==> src/rtl/ov7670_pkg.sv <==
// Shared types and constants for the OV7670 capture path.
package ov7670_pkg;

    localparam int H_ACTIVE_DEFAULT = 640;
    localparam int V_ACTIVE_DEFAULT = 480;

    typedef enum logic [1:0] {
        SYNC   = 2'd0,
        VBLANK = 2'd1,
        ACTIVE = 2'd2
    } cap_state_e;

    typedef struct packed {
        logic [4:0] r;
        logic [5:0] g;
        logic [4:0] b;
    } rgb565_t;

    function automatic rgb565_t rgb565_fields(input logic [15:0] p);
        rgb565_fields.r = p[15:11];
        rgb565_fields.g = p[10:5];
        rgb565_fields.b = p[4:0];
    endfunction

endpackage

==> src/rtl/ov7670_byte_pair.sv <==
// Input register stage, sync edge detection and byte-pair assembly for the camera stream.
module ov7670_byte_pair
    import ov7670_pkg::*;
#(
    parameter int FIRST_BYTE_HIGH   = 1,
    parameter int VSYNC_ACTIVE_HIGH = 1
) (
    input  logic        clk_i,
    input  logic        rst_ni,
    input  logic        vsync_i,
    input  logic        href_i,
    input  logic [7:0]  data_i,
    input  logic        phase_clr_i,
    output logic        vs_rise_o,
    output logic        vs_fall_o,
    output logic        pix_valid_o,
    output logic [15:0] pix_data_o,
    output logic        line_end_o,
    output logic        line_odd_o
);
    logic        vs_q, vs_prev_q;
    logic        hr_q, hr_prev_q;
    logic [7:0]  data_q;
    logic        phase_q;
    logic [7:0]  first_q;
    logic        pix_valid_q;
    logic [15:0] pix_data_q;
    logic        line_end_q;
    logic        line_odd_q;

    // line_end is delayed one cycle so the parent's X count already includes the last pixel.
    always_ff @(posedge clk_i or negedge rst_ni) begin
        if (!rst_ni) begin
            vs_q        <= 1'b0;
            vs_prev_q   <= 1'b0;
            hr_q        <= 1'b0;
            hr_prev_q   <= 1'b0;
            data_q      <= 8'd0;
            phase_q     <= 1'b0;
            first_q     <= 8'd0;
            pix_valid_q <= 1'b0;
            pix_data_q  <= 16'd0;
            line_end_q  <= 1'b0;
            line_odd_q  <= 1'b0;
        end else begin
            vs_q        <= (VSYNC_ACTIVE_HIGH != 0) ? vsync_i : ~vsync_i;
            vs_prev_q   <= vs_q;
            hr_q        <= href_i;
            hr_prev_q   <= hr_q;
            data_q      <= data_i;
            pix_valid_q <= 1'b0;
            line_end_q  <= hr_prev_q & ~hr_q;
            line_odd_q  <= phase_q;
            if (!hr_q || phase_clr_i) begin
                phase_q <= 1'b0;
            end else if (!phase_q) begin
                first_q <= data_q;
                phase_q <= 1'b1;
            end else begin
                pix_valid_q <= 1'b1;
                pix_data_q  <= (FIRST_BYTE_HIGH != 0) ? {first_q, data_q} : {data_q, first_q};
                phase_q     <= 1'b0;
            end
        end
    end

    assign vs_rise_o   = vs_q & ~vs_prev_q;
    assign vs_fall_o   = ~vs_q & vs_prev_q;
    assign pix_valid_o = pix_valid_q;
    assign pix_data_o  = pix_data_q;
    assign line_end_o  = line_end_q;
    assign line_odd_o  = line_odd_q;

endmodule

==> src/rtl/ov7670_capture.sv <==
// OV7670 RGB565 capture: frame lock on VSYNC, X/Y tracking and frame-buffer write strobes.
module ov7670_capture
    import ov7670_pkg::*;
#(
    parameter int H_ACTIVE          = H_ACTIVE_DEFAULT,
    parameter int V_ACTIVE          = V_ACTIVE_DEFAULT,
    parameter int FIRST_BYTE_HIGH   = 1,
    parameter int VSYNC_ACTIVE_HIGH = 1
) (
    input  logic        writeClk,
    input  logic        resetN,
    input  logic        vsync,
    input  logic        href,
    input  logic [7:0]  camData,
    output logic [9:0]  outX,
    output logic [8:0]  outY,
    output logic        writeEn,
    output logic [15:0] pixelOut,
    output logic        frameDone,
    output logic        lineErr,
    output logic [7:0]  frameCount
);
    localparam logic [9:0] X_LIMIT = 10'(H_ACTIVE);
    localparam logic [8:0] Y_LIMIT = 9'(V_ACTIVE);
    localparam logic [9:0] X_MAX   = '1;
    localparam logic [8:0] Y_MAX   = '1;

    logic        vs_rise, vs_fall, pix_valid, line_end, line_odd, phase_clr;
    logic [15:0] pix_data;

    cap_state_e  state_q, state_d;
    logic [9:0]  x_q, x_d, out_x_q, out_x_d;
    logic [8:0]  y_q, y_d, out_y_q, out_y_d;
    logic        we_q, we_d, done_q, done_d, err_q, err_d;
    rgb565_t     pixel_q, pixel_d;
    logic [7:0]  count_q, count_d;

    ov7670_byte_pair #(
        .FIRST_BYTE_HIGH  (FIRST_BYTE_HIGH),
        .VSYNC_ACTIVE_HIGH(VSYNC_ACTIVE_HIGH)
    ) u_byte_pair (
        .clk_i      (writeClk),
        .rst_ni     (resetN),
        .vsync_i    (vsync),
        .href_i     (href),
        .data_i     (camData),
        .phase_clr_i(phase_clr),
        .vs_rise_o  (vs_rise),
        .vs_fall_o  (vs_fall),
        .pix_valid_o(pix_valid),
        .pix_data_o (pix_data),
        .line_end_o (line_end),
        .line_odd_o (line_odd)
    );

    always_comb begin
        state_d   = state_q;
        x_d       = x_q;
        y_d       = y_q;
        we_d      = 1'b0;
        out_x_d   = out_x_q;
        out_y_d   = out_y_q;
        pixel_d   = pixel_q;
        done_d    = 1'b0;
        err_d     = 1'b0;
        count_d   = count_q;
        phase_clr = 1'b0;
        case (state_q)
            SYNC: begin
                if (vs_rise) state_d = VBLANK;
            end
            VBLANK: begin
                if (vs_fall) begin
                    state_d   = ACTIVE;
                    x_d       = 10'd0;
                    y_d       = 9'd0;
                    phase_clr = 1'b1;
                end
            end
            ACTIVE: begin
                if (pix_valid) begin
                    if (x_q < X_LIMIT && y_q < Y_LIMIT) begin
                        we_d    = 1'b1;
                        out_x_d = x_q;
                        out_y_d = y_q;
                        pixel_d = rgb565_fields(pix_data);
                    end
                    if (x_q != X_MAX) x_d = x_q + 10'd1;
                end
                // A vsync rise abandons any line still in flight, so line_end is ignored here.
                if (vs_rise) begin
                    done_d  = 1'b1;
                    count_d = count_q + 8'd1;
                    state_d = VBLANK;
                end else if (line_end) begin
                    if (line_odd || (x_q != 10'd0 && x_q != X_LIMIT)) err_d = 1'b1;
                    if (x_q != 10'd0 && y_q != Y_MAX) y_d = y_q + 9'd1;
                    x_d = 10'd0;
                end
            end
            default: state_d = SYNC;
        endcase
    end

    always_ff @(posedge writeClk or negedge resetN) begin
        if (!resetN) begin
            state_q <= SYNC;
            x_q     <= 10'd0;
            y_q     <= 9'd0;
            we_q    <= 1'b0;
            out_x_q <= 10'd0;
            out_y_q <= 9'd0;
            pixel_q <= '0;
            done_q  <= 1'b0;
            err_q   <= 1'b0;
            count_q <= 8'd0;
        end else begin
            state_q <= state_d;
            x_q     <= x_d;
            y_q     <= y_d;
            we_q    <= we_d;
            out_x_q <= out_x_d;
            out_y_q <= out_y_d;
            pixel_q <= pixel_d;
            done_q  <= done_d;
            err_q   <= err_d;
            count_q <= count_d;
        end
    end

    assign outX       = out_x_q;
    assign outY       = out_y_q;
    assign writeEn    = we_q;
    assign pixelOut   = pixel_q;
    assign frameDone  = done_q;
    assign lineErr    = err_q;
    assign frameCount = count_q;

endmodule

==> config.mk <==
export PLATFORM = sky130hd
export DESIGN_NAME = ov7670_capture
export DESIGN_NICKNAME = d
export VERILOG_FILES = /design/src/rtl/ov7670_pkg.sv /design/src/rtl/ov7670_byte_pair.sv /design/src/rtl/ov7670_capture.sv
export SDC_FILE = /design/constraint.sdc
export NUM_CORES = 1
export LEC_CHECK = 0
export BUFFER_PORTS_ARGS = -buffer_cell sky130_fd_sc_hd__buf_2
export CAP_MARGIN = 20
export CELL_PAD_IN_SITES_DETAIL_PLACEMENT = 0
export CELL_PAD_IN_SITES_GLOBAL_PLACEMENT = 1
export CORE_MARGIN = 2
export CORE_UTILIZATION = 25
export DETAILED_ROUTE_END_ITERATION = 16
export MAX_ROUTING_LAYER = met4
export PLACE_DENSITY_LB_ADDON = 0.2
export SYNTH_ARGS = -nofsm -noshare
export SYNTH_HDL_FRONTEND = slang
export SYNTH_SLANG_ARGS = --single-unit
==> constraint.sdc <==
create_clock -name writeClk -period 2.62 [get_ports writeClk]
set_clock_uncertainty 0.1 [all_clocks]
set_input_delay 0.524 -clock writeClk [delete_from_list [all_inputs] [get_ports writeClk]]
set_output_delay 0.524 -clock writeClk [all_outputs]
set_load 0.03 [all_outputs]
==> impl_metrics.csv, run 1 <==
group,metric,value,unit
cells_and_area,area_growth,20.4,%
cells_and_area,n_antenna_cell,0,
timing,tightest_slew,0.535,ns
timing,hold_viol,0,
timing,max_freq,432,MHz
synth,synth_nets,344,
timing,timing.final.crit_share,88.4,%
timing,relSlewSlack,64.0,%
clock_tree,cts.sinks,107,
cells_and_area,nNetsFinal,410,
timing,rsz0062_at_grt,"false",
timing,final_max_slew_viol_count,0,
route,routed_wirelength,9140,um
synth,yosys_most_used_dff,"dfrtp_1",
floorplan,core_area,0.0172,mm2
power,vdd_drop_max,396,uV
placed_design,routabilityCongestion,0.752,
synth,ys_seq_area_share,60.8,%
setup_path,cp.arrival,2.50,ns
clock_tree,clkTransAtPathRegs,0.08,ns
floorplan,die_x,137,um
run,maxCapViolations,0,
setup_path,crit_fanout,9,
synth,synth-seq-cells,107,
synth,synth_edf_count,0,
placed_design,port_buffers,57,
route,drt-initial-drc-count,93,
min_path,hp-class,"input pin to asynchronous set/reset pin",
global_routing,track_usage,10.8,%
cells_and_area,fin_cells,623,
synth,synth_common_cells,"dfrtp_1 (107), mux2_2 (60), a21oi_1 (18)",
synth,synth_most_common_cell,"dfrtp_1",
clock_tree,cts_resized,0,
floorplan,pin_count,58,
timing,fin_tns_setup,0,ns
setup_path,crit_path_start_kind,"flop",
floorplan,chipHeight,137,um
synth,syn_area,0.00441,mm2
power,p_per_area,907,mW/mm2
clock_tree,cts_buffers,9,
clock_tree,hold_buffers,0,
route,wl_per_cell,14.7,um
clock_tree,cts_tree,"yes",
route,via_count,2800,
placed_design,placed_cells,607,
power,p_leak,2.52,nW
global_routing,grt_max_degree,46,
setup_path,cp-end-kind,"flop",
floorplan,initial_core_util,25.6,%
clock_tree,cts_setup_buffers,0,
global_routing,grt_overflow,0,
global_routing,grt_pass1_wl,15000,um
route,drc,0,
global_routing,antenna_found_initial,0,
timing,setup_violations,0,
route,drt_pass1_iterations,4,
synth,synth_top_area_share,60.8,%
clock_tree,root_buffer,"clkbuf_16",
timing,final.min_clock_period,2.32,ns
synth,synth_cells,327,
clock_tree,clk_path_buf_depth,2,
synth,yosys-top-cells-area,"dfrtp_1 (61%), mux2_2 (15%), a21oi_1 (2.0%), o31ai_1 (1.7%), nand3_1 (1.5%)",
synth,syn-mean-instance-area,13.5,um2
setup_path,required,2.80,ns
clock_tree,clkLatencyLatePin,0.36,ns
placed_design,hpwl,6170,um
synth,async_flop_share,100,%
synth,synth_top_area_cell,"dfrtp_1",
cells_and_area,drive_gt1_share,39.2,%
route,avgViaCountPerCell,4.49,
setup_path,worstSetupPathType,"flop to flop",
floorplan,die-area,0.0187,mm2
global_routing,first_global_vias,2838,
outcome,status,"finished clean",
synth,ys_warn_count,0,
route,detail-route-antenna-nets,0,
clock_tree,htree_levels,3,
floorplan,rows,48,
synth,synth_cell_types,50,
==> worst paths after layout <==
path	from	to	slack [ns]	cells past startpoint
max	y_q[0]	y_q[5]	0.30	8
max reg2reg	y_q[0]	y_q[5]	0.30	8
min in group writeClk	camData[4]	u_byte_pair.data_q[4]	0.17	1
min reg2reg	u_byte_pair.phase_q	u_byte_pair.line_odd_o	0.31	0
min	resetN	u_byte_pair.hr_prev_q	0.007	1
max in group asynchronous	resetN	frameCount[3]	1.59	2
==> kinds of logic after synthesis <==
kind of cell,after synthesis,share of synthesized area (%)
compound gates,52,7.56
buf+inv,21,2.70
flops,107,60.8
simple gates,74,10.6
mux,60,15.3
fa+ha+maj,5,1.42
xor+xnor,8,1.59
==> report_power, final <==
part	internal, mW	total [mW]	switching (mW)	leakage (nW)
Combinational	0.490	1.20	0.709	0.980
Sequential	1.98	2.19	0.213	1.39
Clock	0.766	1.42	0.657	0.152
==> metal layers <==
layer  track usage [%]  wire [um]
met1              14.2       4450
met2              15.6       4120
met3              3.74        458
met4              3.82        105
met5                 -          0
==> stage by stage <==
stage	util [%]	instance area, um2	power (mW)	setup WS (ns)	hold slack, ns
6_report	30.8	5310	4.81	0.305	0.00722
5_1_grt	30.8	5310	5.11	0.166	0.0182
2_1_floorplan	-	4410	3.04	0.583	0.128
3_3_place_gp	29.0	5000	3.42	0.371	0.294
4_1_cts	30.8	5310	4.91	0.298	0.0160
3_5_place_dp	29.0	5000	3.44	0.332	0.297
==> cell usage in the layout, fill, tap and decap left out, drive strengths merged, types with 2 or more instances in the layout <==
master,n
nor2b,2
buf,69
a21oi,18
o31ai,10
and3,5
xor2,3
nand2b,5
nor2,7
ha,5
clkbuf,10
a21o,2
nand3,13
dfrtp,107
and4,4
nand4,6
inv,12
a41oi,3
or3,3
nand2,12
o21ai,11
xnor2,5
mux2,60
nor4,2
or4,8
==> critical path, stage by stage, from the launching register on <==
cell     delay (ns)
dfrtp_1        0.45
ha_1           0.27
and3_1         0.16
ha_1           0.17
inv_1          0.06
a41oi_2        0.18
buf_4          0.22
or4_1          0.47
a21oi_1        0.15
==> sequential cells by signal, summed over array words and instances (netlist names), 2 cells and up <==
| name | flops |
|---|---|
| pixelOut | 16 |
| u_byte_pair.pix_data_o | 16 |
| outX | 10 |
| x_q | 10 |
| outY | 9 |
| y_q | 9 |
| frameCount | 8 |
| u_byte_pair.data_q | 8 |
| u_byte_pair.first_q | 8 |
| state_q | 2 |
==> area by class of cell <==
cell class / instances / area [um2]
fill: 1746 / 11900
sequential: 107 / 2680
multi-input combinational: 199 / 1610
timing repair buffer: 69 / 403
tap: 225 / 282
clock buffer: 10 / 229
clock inverter: 6 / 78.8
inverter: 7 / 26.3
No activity file was read; power rests on OpenSTA's default activity.
==> run 2: changes to the inputs <==
- MAX_ROUTING_LAYER: met4 -> unset
==> run 2 against run 1 <==
Compared with the run above:
- non-clock buffer count unchanged
- sequential share of layout area unchanged
- wire length about the same
- via count about the same
- design area did not move
- flip-flop and latch count unchanged
- global-route usage down 0.31 points
- worst setup slack hardly changed
- fmax about the same
- die area stayed put
- critical path type unchanged
==> impl_metrics.csv, run 2 (synthesis gave the netlist of run 1 again) <==
group,metric,value,unit
outcome,status,"finished clean",
timing,rsz0062_at_grt,"false",
setup_path,crit_top_cell,"ha_1",
cells_and_area,drive_gt1_share,39.2,%
timing,max_freq,432,MHz
route,wl_met1,4410,um
route,detail-route-antenna-nets,0,
timing,timing.final.crit_share,88.4,%
cells_and_area,nNetsFinal,410,
setup_path,worstSetupPathType,"flop to flop",
min_path,hp-class,"input pin to asynchronous set/reset pin",
setup_path,crit_path_start_kind,"flop",
setup_path,crit_path_top_delay_cell,"or4_1",
floorplan,pin_count,58,
clock_tree,root_buffer,"clkbuf_16",
route,avgViaCountPerCell,4.49,
timing,hold_viol,0,
route,met3_length,493,um
setup_path,cp-end-kind,"flop",
global_routing,track_usage,10.5,%
setup_path,path_cells,"ha_1 -> and3_1 -> ha_1 -> inv_1 -> a41oi_2 -> buf_4 -> or4_1 -> a21oi_1",
timing,final.min_clock_period,2.32,ns
run,maxCapViolations,0,
route,drc,0,
global_routing,first_global_vias,2838,
placed_design,pre_cts_ws,0.332,ns
floorplan,rows,48,
placed_design,routabilityCongestion,0.743,
setup_path,critPathMaxStageDelay,0.47,ns
cells_and_area,n_antenna_cell,0,
setup_path,crit_start,"y_q[0]",
clock_tree,cts.sinks,107,
clock_tree,cts_tree,"yes",
clock_tree,clk_path_buf_depth,2,
setup_path,required,2.80,ns
power,power.total,4.81,mW
route,top_layer,"met4",
setup_path,crit_buf_inv,2,
route,drt_pass1_iterations,4,
clock_tree,hold_buffers,0,
placed_design,hpwl,6170,um
route,routed_wirelength,9140,um
setup_path,cp.arrival,2.50,ns
route,via_count,2798,
timing,tightest_slew,0.535,ns
timing,layout_setup_ws,0.305,ns
floorplan,core_area,0.0172,mm2
clock_tree,clkTransAtPathRegs,0.08,ns
timing,relSlewSlack,64.0,%
timing,setup_violations,0,
power,p_leak,2.52,nW
clock_tree,clkLatencyLatePin,0.35,ns
route,wl_per_cell,14.7,um
clock_tree,cts_buffers,9,
global_routing,grt_max_degree,46,
power,vdd_drop_max,396,uV
clock_tree,htree_levels,3,
timing,final_max_slew_viol_count,0,
setup_path,crit_fanout,9,
floorplan,chipHeight,137,um
global_routing,antenna_found_initial,0,
cells_and_area,area_growth,20.4,%
route,drt-initial-drc-count,84,
timing,fin_tns_setup,0,ns
setup_path,crit_family,"simple AND/OR/NAND/NOR gates",
floorplan,die-area,0.0187,mm2
floorplan,initial_core_util,25.6,%
placed_design,port_buffers,57,
clock_tree,cts_setup_buffers,0,
power,p_per_area,907,mW/mm2
floorplan,die_x,137,um
cells_and_area,final_common_cell,"dfrtp_1",
global_routing,grt_pass1_wl,15000,um
route,wl_met2,4070,um
setup_path,worstReg2RegStart,"y_q[0]",
clock_tree,cts_resized,0,
cells_and_area,final_cell_mix,"dfrtp_1 (107), mux2_2 (60), buf_2 (56), a21oi_1 (18), nand3_1 (13)",
global_routing,grt_overflow,0,
## run 2: cell counts in the layout (fill, tap and decap cells not counted)
No cell type changed its count.
## run 2: layer usage
layer  track usage (%)  up-vias
met3              3.56       12
met5                 0        -
met2              15.5       52
met1              14.1     1399
li1                  -     1335
met4              4.34        0
## run 2: layout make-up
type / instances / area, um2
Clock buffer: 10 / 229
Clock inverter: 6 / 78.8
Fill cell: 1746 / 11900
Inverter: 7 / 26.3
Multi-Input combinational cell: 199 / 1610
Sequential cell: 107 / 2680
Tap cell: 225 / 282
Timing Repair Buffer: 69 / 403
## run 2: worst paths after layout
path | end | slack (ns) | cells after the start
setup / recovery | y_q[5] | 0.30 | 8
hold / removal | u_byte_pair.first_q[4] | 0.008 | 1
setup reg to reg | y_q[5] | 0.30 | 8
hold reg to reg | u_byte_pair.line_odd_o | 0.31 | 0
max in group asynchronous | frameCount[3] | 1.59 | 2
min in group writeClk | u_byte_pair.data_q[4] | 0.17 | 1
## run 2: power by group
group	internal (mW)	switching [mW]	leakage (nW)
Sequential	1.98	0.211	1.39
Clock	0.766	0.656	0.152
Combinational	0.490	0.710	0.980
## run 2: per-stage QoR
stage / instances / hold slack [ns] / util, % / area, um2
2_1_floorplan: 327 / 0.128 / - / 4410
3_3_place_gp: 607 / 0.294 / 29.0 / 5000
3_5_place_dp: 607 / 0.297 / 29.0 / 5000
4_1_cts: 623 / 0.0160 / 30.8 / 5310
5_1_grt: 623 / 0.0174 / 30.8 / 5310
6_report: 623 / 0.00827 / 30.8 / 5310
